<file path="src/rtl/dpram_block_copier.sv">
// rtl/dpram_block_copier.sv - pipelined block copy engine driving both ports of a dual-port RAM
`timescale 1ns/1ps

module dpram_block_copier #(
  parameter int DATA_W = 8,
  parameter int ADDR_W = 4,
  parameter int RD_LAT = 1
) (
  input  logic              clk,
  input  logic              rst_n,
  input  logic              start,
  input  logic [ADDR_W-1:0] src_addr,
  input  logic [ADDR_W-1:0] dst_addr,
  input  logic [ADDR_W:0]   len,
  output logic              busy,
  output logic              done,
  output logic              error,
  output logic              a_wr,
  output logic [ADDR_W-1:0] a_addr,
  output logic [DATA_W-1:0] a_din,
  input  logic [DATA_W-1:0] a_dout,
  output logic              b_wr,
  output logic [ADDR_W-1:0] b_addr,
  output logic [DATA_W-1:0] b_din,
  input  logic [DATA_W-1:0] b_dout
);

  localparam int DEPTH = 2 ** ADDR_W;
  // Two spare bits so src+len and dst+len never overflow during the range checks.
  localparam int EW = ADDR_W + 2;

  localparam logic [2:0] S_IDLE   = 3'd0;
  localparam logic [2:0] S_CHECK  = 3'd1;
  localparam logic [2:0] S_READ   = 3'd2;
  localparam logic [2:0] S_DRAIN  = 3'd3;
  localparam logic [2:0] S_FINISH = 3'd4;

  logic [2:0]        state_q, state_d;
  logic [ADDR_W-1:0] src_q, src_d;
  logic [ADDR_W-1:0] dst_q, dst_d;
  logic [ADDR_W:0]   len_q, len_d;
  logic [ADDR_W:0]   rd_cnt_q, rd_cnt_d;
  logic [ADDR_W-1:0] a_addr_q, a_addr_d;
  logic              busy_q, busy_d;
  logic              done_q, done_d;
  logic              error_q, error_d;

  // Outstanding-read tracker: stage i holds reads issued i+1 cycles ago.
  logic [RD_LAT-1:0]             vld_q, vld_d;
  logic [RD_LAT-1:0][ADDR_W-1:0] idx_q, idx_d;

  logic              b_wr_q, b_wr_d;
  logic [ADDR_W-1:0] b_addr_q, b_addr_d;
  logic [DATA_W-1:0] b_din_q, b_din_d;

  logic [EW-1:0] src_e, dst_e, len_e, depth_e;
  logic          illegal;
  logic          unused_b_dout;

  assign src_e   = {2'b00, src_q};
  assign dst_e   = {2'b00, dst_q};
  assign len_e   = {1'b0, len_q};
  assign depth_e = EW'(DEPTH);

  // Ranges may not wrap past the top of the RAM and may not share any word.
  assign illegal = (len_q == '0) ||
                   (len_e > depth_e) ||
                   (src_e + len_e > depth_e) ||
                   (dst_e + len_e > depth_e) ||
                   ((src_e < dst_e + len_e) && (dst_e < src_e + len_e));

  // Command FSM: latch, validate, stream reads, wait for the write tail, report.
  always_comb begin
    state_d  = state_q;
    src_d    = src_q;
    dst_d    = dst_q;
    len_d    = len_q;
    rd_cnt_d = rd_cnt_q;
    a_addr_d = a_addr_q;
    error_d  = 1'b0;
    case (state_q)
      S_IDLE: begin
        if (start) begin
          src_d   = src_addr;
          dst_d   = dst_addr;
          len_d   = len;
          state_d = S_CHECK;
        end
      end
      S_CHECK: begin
        if (illegal) begin
          error_d = 1'b1;
          state_d = S_FINISH;
        end else begin
          a_addr_d = src_q;
          rd_cnt_d = '0;
          state_d  = S_READ;
        end
      end
      S_READ: begin
        if (rd_cnt_q == len_q - 1'b1) begin
          state_d = S_DRAIN;
        end else begin
          a_addr_d = a_addr_q + 1'b1;
          rd_cnt_d = rd_cnt_q + 1'b1;
        end
      end
      S_DRAIN: begin
        // The last write is on the bus once nothing is left in flight.
        if (b_wr_q && (vld_q == '0)) begin
          state_d = S_FINISH;
        end
      end
      S_FINISH: state_d = S_IDLE;
      default:  state_d = S_IDLE;
    endcase
    busy_d = (state_d == S_CHECK) || (state_d == S_READ) || (state_d == S_DRAIN);
    done_d = (state_d == S_FINISH);
  end

  // Read-tracking shift register and write-port staging.
  always_comb begin
    vld_d    = '0;
    idx_d    = '0;
    vld_d[0] = (state_q == S_READ);
    idx_d[0] = rd_cnt_q[ADDR_W-1:0];
    for (int i = 1; i < RD_LAT; i++) begin
      vld_d[i] = vld_q[i-1];
      idx_d[i] = idx_q[i-1];
    end
    b_wr_d   = vld_q[RD_LAT-1];
    b_addr_d = b_addr_q;
    b_din_d  = b_din_q;
    if (vld_q[RD_LAT-1]) begin
      b_addr_d = dst_q + idx_q[RD_LAT-1];
      b_din_d  = a_dout;
    end
  end

  // State and output registers; reset clears everything at once so no write escapes.
  always_ff @(posedge clk or negedge rst_n) begin
    if (!rst_n) begin
      state_q  <= S_IDLE;
      src_q    <= '0;
      dst_q    <= '0;
      len_q    <= '0;
      rd_cnt_q <= '0;
      a_addr_q <= '0;
      busy_q   <= 1'b0;
      done_q   <= 1'b0;
      error_q  <= 1'b0;
      vld_q    <= '0;
      idx_q    <= '0;
      b_wr_q   <= 1'b0;
      b_addr_q <= '0;
      b_din_q  <= '0;
    end else begin
      state_q  <= state_d;
      src_q    <= src_d;
      dst_q    <= dst_d;
      len_q    <= len_d;
      rd_cnt_q <= rd_cnt_d;
      a_addr_q <= a_addr_d;
      busy_q   <= busy_d;
      done_q   <= done_d;
      error_q  <= error_d;
      vld_q    <= vld_d;
      idx_q    <= idx_d;
      b_wr_q   <= b_wr_d;
      b_addr_q <= b_addr_d;
      b_din_q  <= b_din_d;
    end
  end

  assign busy          = busy_q;
  assign done          = done_q;
  assign error         = error_q;
  assign a_wr          = 1'b0;
  assign a_addr        = a_addr_q;
  assign a_din         = '0;
  assign b_wr          = b_wr_q;
  assign b_addr        = b_addr_q;
  assign b_din         = b_din_q;
  assign unused_b_dout = ^b_dout;

endmodule

</file>
<file path="config.mk">
export PLATFORM = sky130hd
export DESIGN_NAME = dpram_block_copier
export DESIGN_NICKNAME = d
export VERILOG_FILES = /design/src/rtl/dpram_block_copier.sv
export SDC_FILE = /design/constraint.sdc
export NUM_CORES = 1
export LEC_CHECK = 0
export ABC_AREA = 0
export ABC_CLOCK_PERIOD_IN_PS = 7800
export BUFFER_PORTS_ARGS = -buffer_cell sky130_fd_sc_hd__buf_2
export CORE_MARGIN = 2
export CORE_UTILIZATION = 44
export DETAILED_ROUTE_END_ITERATION = 10
export PLACE_DENSITY = 0.67
export SYNTH_ARGS = -nofsm -noshare
export SYNTH_HDL_FRONTEND = slang
export SYNTH_SLANG_ARGS = --single-unit
</file>
<file path="constraint.sdc">
create_clock -name clk -period 7.8 [get_ports clk]
set_clock_uncertainty 0.15 [all_clocks]
set_input_delay 1.56 -clock clk [delete_from_list [all_inputs] [get_ports clk]]
set_output_delay 1.56 -clock clk [all_outputs]
set_load 0.02 [all_outputs]
</file>
Yosys cells after proc, flatten, opt, wreduce, memory -nomap -nowiden
Cells that the tools add are included.
{"block": "classes", "add_sub_neg": 6, "magnitude_cmp": 5, "n_eq_ne": 10, "n_mux": 13, "n_bitwise": 1, "reduce_logical": 13}
{"op": "adder 4 x 5 -> 6 bit", "count": 2}
{"op": "equality test 3 x 2 -> 1 bit, second input constant", "count": 4}
{"op": "greater-than comparator 6 x 5 -> 1 bit, second input constant", "count": 2}
{"op": "less-than comparator 4 x 6 -> 1 bit", "count": 2}
{"op": "2-to-1 mux 3 bit", "count": 4}
{"op": "one-hot mux 3 bit (4 select lines)", "count": 1}
{"op": "2-to-1 mux 5 bit", "count": 2}
{"op": "one-hot mux 5 bit (2 select lines)", "count": 1}
{"op": "2-to-1 mux 4 bit", "count": 2}
{"op": "one-hot mux 4 bit (2 select lines)", "count": 1}
{"op": "equality test 3 x 1 -> 1 bit, second input constant", "count": 2}
{"op": "logical OR 1 bit", "count": 6}
{"op": "adder 5 x 1 -> 5 bit, second input constant", "count": 1}
{"op": "equality test 5 bit", "count": 1}
{"op": "greater-than comparator 5 bit, second input constant", "count": 1}
{"op": "logical NOT 5 bit", "count": 1}
{"op": "subtractor 5 x 1 -> 5 bit, second input constant", "count": 1}
{"op": "adder 4 x 1 -> 4 bit, second input constant", "count": 1}
{"op": "adder 4 bit", "count": 1}
{"op": "inequality test 2 bit, second input constant", "count": 2}
{"op": "equality test 3 bit, second input constant", "count": 1}
{"op": "logical NOT 3 bit", "count": 1}
{"op": "AND reduction 3 bit", "count": 1}
{"op": "logical AND 1 bit", "count": 2}
{"op": "other kinds (4)", "count": 5}
{"block": "word_totals", "regBits": 46, "input_bits": 32, "out_inout_bits": 29, "word_cells": 62}

Depth between registers and ports, before layout
{"block": "logic_depth", "ltp_word": 10, "ltp_mapped": 12, "ltp_nobuf": 12}

Least setup slack after synthesis
No wires, ideal clock.
{"block": "synth_path", "kind": "reg-to-reg", "startpoint": "register len_q[2]", "endpoint": "register a_addr_q[0] (netlist: a_addr[0])", "setup_time_ns": 0.126, "t_arrival_ns": 2.611, "required_time_ns": 7.524, "setup_slack_ns": 4.913, "stages_incl_launch_ff": 12, "path_buffers": 0, "synth_period_minus_slack_ns": 2.887, "cell_sequence": "dfrtp_1 ha_1 a21oi_1 and3_2 or2_2 ha_1 o21a_1 a21oi_1 nor2_1 o211ai_1 nand2_1 a311o_1"}
{"block": "synth_via", "elab_chain_cells": 7, "word_cells_on_any_way": 18, "cone_classes": "3 x add/sub; 5 x order compare; 3 x eq/ne; 7 x reduce/logical"}
{"item": "start, declared", "line_no": "41", "source": "logic [ADDR_W:0] len_q, len_d;"}
{"item": "start signal, assigned", "line_no": "161", "source": "len_q <= len_d;"}
{"item": "adder 4 x 5 -> 6 bit (tied with other cells)", "line_no": "68, 70"}
{"item": "greater-than comparator 6 x 5 -> 1 bit or logical OR 1 bit (tied branches)", "line_no": "68, 66"}
{"item": "logical OR 1 bit", "line_no": "67", "source": "(len_e > depth_e) ||"}
{"item": "logical OR 1 bit", "line_no": "68", "source": "(src_e + len_e > depth_e) ||"}
{"item": "logical OR 1 bit", "line_no": "69", "source": "(dst_e + len_e > depth_e) ||"}
{"item": "inequality test 2 bit (no line)"}
{"item": "AND reduction 3 bit (no line) (*)"}
{"item": "end signal, assigned", "line_no": "163", "source": "a_addr_q <= a_addr_d;"}
{"item": "end, declared", "line_no": "43", "source": "logic [ADDR_W-1:0] a_addr_q, a_addr_d;"}
Mark *: on every way between the ends. The rest lies on a longest branch, timed or not.
A chain may end at the register's enable or synchronous reset.

Final worst setup path
{"block": "layout_path", "startpoint": "register len_q[0]", "endpoint": "register a_addr_q[0] (netlist: a_addr[0])"}
Same word-level chain as after synthesis.

==> out/qor.csv <==
metric;value;unit
path_max_fanout;5;
n_antenna_cell;0;
final-seq-area;1150;sq um
synth_top_area_frac;0.426;
ir_drop;0.000230;V
holdWs;0.343;ns
p_leak;1.43;nW
slew_headroom;0.315;
post_cts_buffers;0;
fp.dieW;82.4;um
cts_buffer_depth;2;
power_density;464;nW/um^2
critPathKind;register to register;
switching_share;0.441;
grt_overflow;0;
start_util;0.457;
grt.total_usage;0.177;
synth-main-ff-cell;dfrtp_1;
root_buffer;clkbuf_8;
dp_hpwl;3940;um
antenna_found_initial;0;
grt_setup_unrepaired;false;
n_fill_cell;558;
cts_tree;built;
cts_sinks;46;
synth_cell_types;58;
power_switching;0.000623;W
async_reset_ff_frac;1.00;
routed_wl;5270;um
critPathLaunchType;register;
grt_pass1_wl;8980;um
clkLatencyLatePin;0.31;ns
ctsHoldBuffers;0;
finalMaxSlewViolations;0;
cp-end-kind;register;
ys_seq_area_frac;0.426;
hold_violations;0;
synthTopCellsByArea;dfrtp_1 43%, ha_1 9.3%, mux2_2 7.5%;
drive_above_1_share;0.313;
place.gp.congestion;0.872;
syn-cell-area;2710;sq um
grt_pass1_vias;1976;
worst_slack;4.53;ns
cts_buffers;5;
core-area;5920;sq um
max-cap-violations;0;
arrival;3.32;ns
p_int;0.000788;W
status;finished clean;
fmax;0.305;GHz
min_period;3.27;ns
first_pass_iters;4;
seqPwrFrac;0.322;
pin_count;61;
cts_resized;0;
fin_nets;342;
required;7.85;ns
total_power;0.00141;W
yosys_warnings;0;
min_period_over_period;0.420;
routed_via_density;5.28;
tns;0;ns
ys_ff_latch;46;
worst-slew-pin-transition;1.03;ns
postRouteAntennaNets;0;
synth_top_cell_by_area;dfrtp_1;
avgSynthCellArea;11.2;sq um
min_path_type;register to register;
pwr-share-clk;0.104;
wire_per_inst;14.5;um
clk_pin_slew_worst_paths;0.09;ns
drc;0;
setup_viol;0;
area_growth;12.4;%
vias;1915;
io_buffers;43;
synth_cells;242;
place_worst_setup_slack;4.56;ns
multiInputGateArea;1430;sq um
comb_power_share;0.574;
grt_max_degree;47;
synth_edf_count;0;
die_h;82.4;um
cts_max_level;2;
dieArea;6790;sq um
rows;28;
drt_iter0_markers;116;
-- metal layers --
metal	wire [um]	GRT usage	vias to the layer above
li1	-	-	932
met1	2500	0.237	935
met2	2470	0.285	40
met3	191	0.0315	8
met4	103	0.0717	0
met5	0	0	-
-- sequential cells by signal (all words and copies together) (netlist names) --
name / flops
b_wr_d: 1
b_addr: 4
b_wr: 1
busy: 1
len_q: 5
dst_q: 4
done: 1
src_q: 4
rd_cnt_q: 5
b_din: 8
state_q: 3
idx_q: 4
error: 1
a_addr: 4
-- power by group through the flow --
| stage | Sequential [W] | Combinational (W) | Clock, W |
|---|---|---|---|
| after floorplan | 0.000481 | 0.000599 | 0 |
| after global placement | 0.000459 | 0.000795 | 0 |
| after detailed placement | 0.000461 | 0.000813 | 0 |
| after CTS | 0.000457 | 0.000819 | 0.000152 |
| after global routing | 0.000474 | 0.000917 | 0.000159 |
| final | 0.000455 | 0.000810 | 0.000147 |
-- worst max-delay path: stages, from the launching register on --
cell,delay (ns)
dfrtp_1,0.47
ha_1,0.25
inv_1,0.07
fa_1,0.39
xor2_1,0.28
ha_1,0.29
o21a_1,0.18
a21oi_1,0.15
nor2_1,0.10
o211ai_1,0.28
nand2_1,0.18
a311o_1,0.38
-- cell type report --
class,instances,area share
clock buffers,6,0.0239
clock inverters,2,0.00453
inverters,16,0.0198
multi-input cells,175,0.472
flip-flops and latches,46,0.379
well taps,75,0.0309
repair buffers,43,0.0708
-- stage by stage --
step	area (sq um)	utilization	std cells
detailed placement	2950	0.499	355
CTS	3040	0.514	363
global route	3040	0.514	363
global placement	2950	0.499	355
finish	3040	0.514	363
floorplan	2740	-	250
-- kinds of logic after synthesis --
logic type / count (synthesis) / share of synthesized area
AND/OR/NAND/NOR: 60 / 0.131
AO/OA/AOI/OAI: 46 / 0.129
flip-flops: 46 / 0.426
buffers and inverters: 29 / 0.0555
adder cells (fa/ha/maj): 23 / 0.115
multiplexers: 21 / 0.0860
XOR/XNOR: 16 / 0.0569
other: 1 / 0.00139
-- cells in the mapped netlist (2+ instances only) --
library cell / count
and3_2: 2
and2_1: 2
mux2i_1: 3
inv_2: 2
dfrtp_1: 46
nor3_1: 4
inv_1: 14
o21a_1: 2
ha_1: 20
a21o_1: 2
a211o_1: 2
nand3_1: 6
buf_4: 9
o2111a_1: 2
nor2_1: 6
clkbuf_1: 3
mux2_2: 18
nand2_1: 13
xor2_1: 6
a21oi_1: 10
xnor2_1: 9
fa_1: 3
nor3b_1: 3
nor2b_1: 2
o221a_2: 2
nand3b_1: 2
o21ai_0: 11
nand2b_1: 8
-- worst paths after layout --
| path | startpoint | endpoint | slack (ns) | depth (start not counted) |
|---|---|---|---|---|
| max | len_q[0] | a_addr[0] | 4.53 | 11 |
| min | rd_cnt_q[3] | idx_q[3] | 0.34 | 0 |
| max reg2reg | len_q[0] | a_addr[0] | 4.53 | 11 |
| min reg2reg | rd_cnt_q[3] | idx_q[3] | 0.34 | 0 |
| max in group asynchronous | rst_n | src_q[2] | 5.58 | 1 |
| min in group asynchronous | rst_n | b_din[0] | 1.27 | 1 |
-- placed cells by master, fill, tap and decap left out, drive strengths merged, types with 5 or more instances in the layout --
master   n
dfrtp   46
mux2    18
nand3    6
clkbuf   6
nor2     6
ha      20
xor2     6
conb     9
a21oi   11
nand2   14
buf     43
xnor2    9
nor3     5
o21ai   13
inv     16
nand2b   8
Note: power is estimated with default switching activity, not from simulation.
